`src/rtl/branch_stall_ctrl.sv`:
```
// Branch resolution stall controller for the D stage.
// Works out how many cycles a conditional branch must wait for its source
// operands to become forwardable, freezes F/D for that long, then strobes
// the branch decision and keeps saturating statistics on resolved/taken branches.
module branch_stall_ctrl #(
  parameter int DATA_W = 32
) (
  input  logic              clk,
  input  logic              reset,
  input  logic              d_is_branch,
  input  logic [2:0]        d_br_type,
  input  logic [4:0]        d_rs,
  input  logic [4:0]        d_rt,
  input  logic [DATA_W-1:0] rs_val,
  input  logic [DATA_W-1:0] rt_val,
  input  logic              e_wr_en,
  input  logic [4:0]        e_wr_reg,
  input  logic              e_is_load,
  input  logic              m_wr_en,
  input  logic [4:0]        m_wr_reg,
  input  logic              m_is_load,
  output logic              stall,
  output logic              br_valid,
  output logic              br_taken,
  output logic [15:0]       br_cnt,
  output logic [15:0]       taken_cnt
);

  localparam logic [2:0] BR_BEQ  = 3'b000;
  localparam logic [2:0] BR_BNE  = 3'b001;
  localparam logic [2:0] BR_BLEZ = 3'b010;
  localparam logic [2:0] BR_BGTZ = 3'b011;
  localparam logic [2:0] BR_BLTZ = 3'b100;
  localparam logic [2:0] BR_BGEZ = 3'b101;

  typedef enum logic {S_IDLE, S_WAIT} state_t;

  state_t      state_q, state_d;
  logic [1:0]  cnt_q, cnt_d;
  logic [15:0] br_cnt_q, br_cnt_d;
  logic [15:0] taken_cnt_q, taken_cnt_d;

  logic        use_rs, use_rt;
  logic [1:0]  need_rs, need_rt, need_n;
  logic        cond;
  logic        stall_c, valid_c;

  logic signed [DATA_W-1:0] rs_s;
  logic signed [DATA_W-1:0] rt_s;

  // Counters stop at all-ones instead of wrapping.
  function automatic logic [15:0] sat_inc(input logic [15:0] v);
    return (v == 16'hFFFF) ? v : v + 16'd1;
  endfunction

  // Cycles one source register must wait. An E-stage writer dominates an
  // M-stage one (it is younger and always needs at least as long), and an
  // M-stage ALU result is already forwardable so it costs nothing.
  function automatic logic [1:0] reg_need(input logic [4:0] r,
                                          input logic       ew,
                                          input logic [4:0] er,
                                          input logic       el,
                                          input logic       mw,
                                          input logic [4:0] mr,
                                          input logic       ml);
    logic [1:0] n;
    n = 2'd0;
    if (r != 5'd0) begin
      if (mw && (mr == r) && ml) n = 2'd1;
      if (ew && (er == r))       n = el ? 2'd2 : 2'd1;
    end
    return n;
  endfunction

  assign rs_s = signed'(rs_val);
  assign rt_s = signed'(rt_val);

  // Operand usage, hazard depth and branch condition from the current D-stage inputs.
  always_comb begin
    use_rs = 1'b0;
    use_rt = 1'b0;
    cond   = 1'b0;
    case (d_br_type)
      BR_BEQ:  begin use_rs = 1'b1; use_rt = 1'b1; cond = (rs_s == rt_s);          end
      BR_BNE:  begin use_rs = 1'b1; use_rt = 1'b1; cond = (rs_s != rt_s);          end
      BR_BLEZ: begin use_rs = 1'b1; cond = (rs_s < 0) || (rs_s == 0);              end
      BR_BGTZ: begin use_rs = 1'b1; cond = !((rs_s < 0) || (rs_s == 0));           end
      BR_BLTZ: begin use_rs = 1'b1; cond = (rs_s < 0);                             end
      BR_BGEZ: begin use_rs = 1'b1; cond = !(rs_s < 0);                            end
      default: begin use_rs = 1'b0; use_rt = 1'b0; cond = 1'b0;                    end
    endcase

    need_rs = use_rs ? reg_need(d_rs, e_wr_en, e_wr_reg, e_is_load,
                                m_wr_en, m_wr_reg, m_is_load) : 2'd0;
    need_rt = use_rt ? reg_need(d_rt, e_wr_en, e_wr_reg, e_is_load,
                                m_wr_en, m_wr_reg, m_is_load) : 2'd0;
    need_n  = (need_rs > need_rt) ? need_rs : need_rt;
  end

  // Stall FSM: hazard depth is sampled once on entry, WAIT just counts down.
  always_comb begin
    state_d = state_q;
    cnt_d   = cnt_q;
    stall_c = 1'b0;
    valid_c = 1'b0;
    case (state_q)
      S_IDLE: begin
        if (d_is_branch) begin
          if (need_n == 2'd0) begin
            valid_c = 1'b1;
          end else begin
            stall_c = 1'b1;
            cnt_d   = need_n - 2'd1;
            state_d = S_WAIT;
          end
        end
      end
      S_WAIT: begin
        if (cnt_q != 2'd0) begin
          stall_c = 1'b1;
          cnt_d   = cnt_q - 2'd1;
        end else begin
          valid_c = 1'b1;
          state_d = S_IDLE;
        end
      end
      default: begin
        state_d = S_IDLE;
        cnt_d   = 2'd0;
      end
    endcase
  end

  // Outputs are forced quiet for as long as reset is held.
  always_comb begin
    stall    = stall_c & ~reset;
    br_valid = valid_c & ~reset;
    br_taken = valid_c & cond & ~reset;
    br_cnt_d    = br_valid ? sat_inc(br_cnt_q) : br_cnt_q;
    taken_cnt_d = br_taken ? sat_inc(taken_cnt_q) : taken_cnt_q;
  end

  // State, countdown and statistics registers.
  always_ff @(posedge clk or posedge reset) begin
    if (reset) begin
      state_q     <= S_IDLE;
      cnt_q       <= 2'd0;
      br_cnt_q    <= 16'd0;
      taken_cnt_q <= 16'd0;
    end else begin
      state_q     <= state_d;
      cnt_q       <= cnt_d;
      br_cnt_q    <= br_cnt_d;
      taken_cnt_q <= taken_cnt_d;
    end
  end

  assign br_cnt    = br_cnt_q;
  assign taken_cnt = taken_cnt_q;

endmodule

```
`config.mk`:
```
export PLATFORM = sky130hd
export DESIGN_NAME = branch_stall_ctrl
export DESIGN_NICKNAME = d
export VERILOG_FILES = /design/src/rtl/branch_stall_ctrl.sv
export SDC_FILE = /design/constraint.sdc
export NUM_CORES = 1
export LEC_CHECK = 0
export ABC_CLOCK_PERIOD_IN_PS = 3600
export BUFFER_PORTS_ARGS = -buffer_cell sky130_fd_sc_hd__buf_2
export CORE_ASPECT_RATIO = 0.9
export CORE_UTILIZATION = 47
export CTS_CLUSTER_DIAMETER = 150
export DETAILED_ROUTE_END_ITERATION = 10
export GPL_ROUTABILITY_DRIVEN = 1
export PLACE_DENSITY = 0.81
export RECOVER_POWER = 25
export REMOVE_ABC_BUFFERS = 1
export SETUP_SLACK_MARGIN = 0.2
export SKIP_CTS_REPAIR_TIMING = 1
export SYNTH_ARGS = -nofsm -noshare
export SYNTH_HDL_FRONTEND = slang
export SYNTH_SLANG_ARGS = --single-unit
```
`constraint.sdc`:
```
create_clock -name clk -period 3.6 [get_ports clk]
set_clock_uncertainty 0.05 [all_clocks]
set_input_delay 0.54 -clock clk [delete_from_list [all_inputs] [get_ports clk]]
set_output_delay 0.54 -clock clk [all_outputs]
set_load 0.1 [all_outputs]
```
Word level (Yosys, flattened, before mapping). Cells that the tools add are included.

Bits in registers: 35. Bits of input ports: 94. Output and inout bits: 35. Word-level logic and storage cells: 79.

$add $sub $neg: 4. Order comparisons: 2. Equal/unequal tests: 16. Mux-type cells: 25. Bitwise logic cells: 8. Reductions and logical operators: 20.

Operators with widths (number): adder 16 x 1 -> 16 bit (second input constant) (2); == test 16 bit (second input constant) (2); == test 32 bit (1); zero test 32 bit (1); < comparator 32 x 1 -> 1 bit (second input constant) (1); != test 32 bit (1); 2-to-1 mux 2 bit (11); == test 5 bit (4); 2-to-1 mux 1 bit (10); nonzero test 5 bit (2); == test 3 x 2 -> 1 bit (second input constant) (2); == test 3 bit (second input constant) (2); logical AND 1 bit (6); case mux 1 bit (6 select lines) (1); OR reduction 6 bit (1); AND 1 bit (4); != test 2 bit (second input constant) (2); inverter 1 bit (4); case mux 1 bit (2 select lines) (2); case mux 2 bit (2 select lines) (1); AND reduction 2 bit (2); subtractor 2 x 1 -> 2 bit (second input constant) (2); == test 3 x 1 -> 1 bit (second input constant) (1); zero test 3 bit (1); other kinds (8) (9).

Depth between registers and ports, before layout.
Depth after elaboration: 16. Mapped depth: 15. Gate-level depth less buffers: 14.

Least setup slack after synthesis. No wires, ideal clock.

Kind: input-to-output. Start: input port d_rs[2]. End: output port br_taken. Data arrival time: 3.801 ns. Required time: 3.010 ns. Setup slack: -0.791 ns. Cell stages on the path: 14. Cell sequence: xor2_1 > nor4_1 > and3_1 > mux2i_1 > and2_1 > inv_1 > ha_1 > inv_1 > o22ai_1 > nor2_1 > nand3_1 > nand4_4 > buf_4 > nor2_1.

Longest elaborated chain between the ends: 15.

Ends and longest elaborated chain: start, declared (line 12) `input logic [4:0] d_rs,`; == test 5 bit (line 69) `if (mw && (mr == r) && ml) n = 2'd1;`; logical AND 1 bit (2 in series) (line 69); 2-to-1 mux 1 bit (line 69); 2-to-1 mux 2 bit (line 70) `if (ew && (er == r)) n = el ? 2'd2 : 2'd1;`; 2-to-1 mux 2 bit (*) (line 68) `if (r != 5'd0) begin`; 2-to-1 mux 2 bit (*) (line 93) `need_rs = use_rs ? reg_need(d_rs, e_wr_en, e_wr_reg, e_is_load,`; > comparator 2 bit (line 97) `need_n = (need_rs > need_rt) ? need_rs : need_rt;`; 2-to-1 mux 2 bit (*) (line 97); zero test 2 bit (*) (line 109) `if (need_n == 2'd0) begin`; 2-to-1 mux 1 bit (*) (line 109); 2-to-1 mux 1 bit (*) (line 108) `if (d_is_branch) begin`; case mux 1 bit (2 select lines) (*) (line 106) `case (state_q)`; AND 1 bit (*) (2 in series) (line 138) `br_taken = valid_c & cond & ~reset;`; end, declared (line 24) `output logic br_taken,`.

Every way passes the cells marked *; elsewhere a longest branch is shown, timed or not.

Worst setup path in the final report.
Start: input port e_wr_reg[2]. End: output port br_taken.

Longest elaborated chain between the ends: 13.

Ends and longest elaborated chain: start, declared (line 17) `input logic [4:0] e_wr_reg,`; == test 5 bit (line 70); logical AND 1 bit (line 70); 2-to-1 mux 2 bit (line 70); 2-to-1 mux 2 bit (line 68); 2-to-1 mux 2 bit (on tied branches) (line 93, 95); > comparator 2 bit (line 97); 2-to-1 mux 2 bit (*) (line 97); zero test 2 bit (*) (line 109); 2-to-1 mux 1 bit (*) (line 109); 2-to-1 mux 1 bit (*) (line 108); case mux 1 bit (2 select lines) (*) (line 106); AND 1 bit (*) (2 in series) (line 138).

Marks and branches as above.

==> out/metrics.csv <==
stage,metric,value,unit
outcome,run status,"complete, but fails checks",
outcome,failing checks,setup timing,
clock_tree,"CTS clk-pin slew, worst paths",0.07,ns
layout,FF+latch area,875.8,µm²
floorplanning,# rows,25,
global_routing,initial antenna violation count,0,
worst_setup_path,kind of start point of the critical path,primary input,
layout,# fillers,444,
worst_setup_path,worst-path cell chain,buf_6 -> xor2_1 -> nor4_1 -> and3_1 -> mux2i_1 -> and2_1 -> inv_1 -> ha_1 -> inv_1 -> o22ai_2 -> or4b_4 -> buf_4 -> nand4_4 -> nor2_2 -> buf_12,
place,IO Port Bufs,128,
detailed_routing,Routed WL,7.151,mm
pwr,switching pwr,0.9305,mW
worst_setup_path,R2R Path End,taken_cnt[3]$_DFFE_PP0P_,
clock_tree,htree depth,2,
pwr,Power Density,497.7,nW/µm²
yosys,"FF+latch count, synth",35,
worst_setup_path,Reg2Reg Setup Slack,1.00,ns
global_routing,Tot GR Track Use,24.50,%
clock_tree,number of CTS-inserted buffers,5,
yosys,biggest area consumer among synthesized cells,dfrtp_1,
yosys,YS warnings,0,
pwr,Comb pwr share,48.9,%
yosys,Async SR Flop Fraction,100.0,%
global_routing,GRT overflow,0,
pwr,Reg power frac,31.0,%
detailed_routing,total iterations of the first detailed-routing run,4,
floorplanning,Initial Util,49.47,%
detailed_routing,DRC Markers,0,
timing,crit path time final,3.770,ns
global_routing,pin count of the biggest net entering global routing,22,
pwr,P_int,0.9026,mW
worst_setup_path,reg2reg start,taken_cnt[3]$_DFFE_PP0P_,
yosys,leading cell types by count after synthesis,"xor2_1, nor4_1, dfrtp_1",
yosys,share of the yosys chip area belonging to registers,33.10,%
pwr,Worst VDD drop,0.4641,mV
timing,FMAX,265.2,MHz
yosys,top-area cell type share of the netlist area,33.10,%
worst_setup_path,Worst R2R Path Depth,7,
timing,Slew HR,33.10,%
timing,Slew @ Worst Pin,1.001,ns
floorplanning,Core ar.,5349,µm²
floorplanning,total die area,5935,µm²
floorplanning,die extent in x,81.10,µm
timing,fin crit share,104.7,%
clock_tree,CTS tree,built,
timing,final setup vio count,3,
yosys,most frequent cell after synthesis,xor2_1,
hold_path,worst min path class,primary input to async pin,
yosys,Yosys cell types,40,
yosys,Main synth FF type,dfrtp_1,
job,max_cap viols,0,
place,GP Congestion,0.8713,
layout,nets,532,
pwr,Sw Share,50.76,%
clock_tree,clock latency at the later pin of the worst-skew pair,0.29,ns
floorplanning,IO Pins,129,
global_routing,global-route wire length before repair,11.18,mm
worst_setup_path,Crit. End Element,primary output,
worst_setup_path,required time worst endpoint,3.01,ns
timing,Final WS setup,-0.1703,ns
pwr,Design Power,1.833,mW
worst_setup_path,CP peak stage delay,0.49,ns
clock_tree,clk root buf,clkbuf_8,
detailed_routing,DR WL/cell,14.27,µm
layout,Layout Cells excl Fill,501,
worst_setup_path,slowest cell on the critical path,or4b_4,
place,post-placement cell count,491,
yosys,number of flops mapped to enable cells by yosys,0,
detailed_routing,Initial DRC Count,80,
detailed_routing,via count,2721,
yosys,Synth area leaders,"dfrtp_1, xor2_1, nor4_1",
worst_setup_path,crit-path most repeated cell,inv_1,
pwr,leakage,1.881,nW
yosys,cell count after synthesis,290,
timing,Final Hold Fails,0,
timing,RSZ-0062 raised after global routing,true,
pwr,Clk pwr share,20.2,%
layout,multi-input logic area,1728,µm²
place,DP HPWL,5.774,mm
worst_setup_path,Worst Path Max Fanout,4,
layout,ratio of cells with drive above 1 in the final layout,38.94,%
detailed_routing,vias per inst,5.431,
detailed_routing,antenna-violating nets left,0,
layout,Area Growth Syn to Fin,39.20,%
worst_setup_path,Setup Crit Path Kind,primary input to primary output,
global_routing,vias in the first global route,2556,
yosys,Post-Synthesis Cell Area,2646,µm²
yosys,syn_area_per_cell,9.125,µm²
timing,Pins Over Slew Limit,0,
worst_setup_path,CP arrival,3.18,ns
clock_tree,Clock Sinks,35,
clock_tree,CTS Buffer Depth,2,
layout,n_diodes,0,
floorplanning,Die H,73.19,µm
## power by group through the flow
stage | clock [mW] | combinational, mW | sequential [mW]
2_1_floorplan | 0 | 0.197 | 1.04
3_3_place_gp | 0 | 0.869 | 0.566
3_5_place_dp | 0 | 0.888 | 0.572
4_1_cts | 0.376 | 0.890 | 0.566
5_1_grt | 0.394 | 0.938 | 0.582
6_report | 0.370 | 0.896 | 0.568
## per-layer routing
layer / routed length (µm) / GRT usage (%)
met1: 2848 / 26.64
met2: 3733 / 45.66
met3: 361 / 5.500
met4: 207 / 9.524
met5: 0 / 0
## worst max-delay path by stage
stage / startpoint / endpoint / slack, ns / cells past startpoint
after floorplan: d_rs[2] / br_taken / -0.88 / 13
after global placement: d_rs[3] / stall / -0.22 / 15
after detailed placement: d_rs[3] / stall / -0.25 / 15
after CTS: d_rs[3] / stall / -0.26 / 15
after global routing: e_wr_reg[2] / stall / -0.28 / 15
final: e_wr_reg[2] / br_taken / -0.17 / 15
## cell usage in the layout, fill, tap and decap left out, types with 2 or more instances in the layout
cell,n
o21ai_0,2
buf_12,3
mux2_2,2
ha_1,5
nor4_2,3
or4_1,2
nor2_1,13
nor3_1,11
xnor2_1,7
nand2_1,11
buf_4,16
inv_1,8
nor4_1,35
nor2_2,2
xor2_1,76
buf_6,4
nand3_1,22
nand4_1,8
mux2i_1,2
nor3b_1,2
mux2_4,2
nand2b_1,2
and2_1,2
and3_1,10
buf_2,120
clkbuf_8,6
dfrtp_1,35
## layout make-up
class,count,area share [%]
multi-input cells,237,46.91
clock inverters,2,0.9511
well taps,67,2.276
flip-flops and latches,35,23.78
inverters,9,0.9171
repair buffers,145,22.93
clock buffers,6,2.242
## state kept, by name, summed over array words and instances, names as in the netlist
register / flops
br_cnt: 16
taken_cnt: 16
cnt_q: 2
state_q: 1
## worst max-delay path: cells and delay by family
kind                     cells  cell delay, ns
AO/OA/AOI/OAI                1            0.16
XOR/XNOR                     1            0.15
adder cells (fa/ha/maj)      1            0.26
buffers and inverters        5            0.53
multiplexers                 1            0.22
AND/OR/NAND/NOR              6            1.32
## cells by family (layout without fill, tap and decap cells)
| logic type | Yosys count | after routing | share of synthesized area [%] |
|---|---|---|---|
| AOI/OAI and AO/OA | 11 | 11 | 2.979 |
| xor gates and xnor gates | 83 | 83 | 27.47 |
| adders and majority gates | 5 | 5 | 2.364 |
| buffers and inverters | 18 | 162 | 3.026 |
| DFF | 35 | 35 | 33.10 |
| muxes | 6 | 6 | 2.742 |
| and+or+nand+nor | 132 | 132 | 28.32 |
## through the flow
| stage | hold slack [ns] | setup WS [ns] | TNS (ns) | util, % | cell area, µm² |
|---|---|---|---|---|---|
| after global placement | 0.4237 | -0.2167 | -0.7303 | 65.10 | 3482 |
| after CTS | 0.2261 | -0.2632 | -0.6495 | 67.30 | 3600 |
| final | 0.2427 | -0.1703 | -0.4916 | 68.87 | 3684 |
| after global routing | 0.2877 | -0.2769 | -0.8015 | 68.87 | 3684 |
| after floorplan | 0.4804 | -0.8816 | -1.540 | - | 2600 |
| after detailed placement | 0.4308 | -0.2544 | -0.9443 | 65.10 | 3482 |
Power figures use the tool's default switching activity.
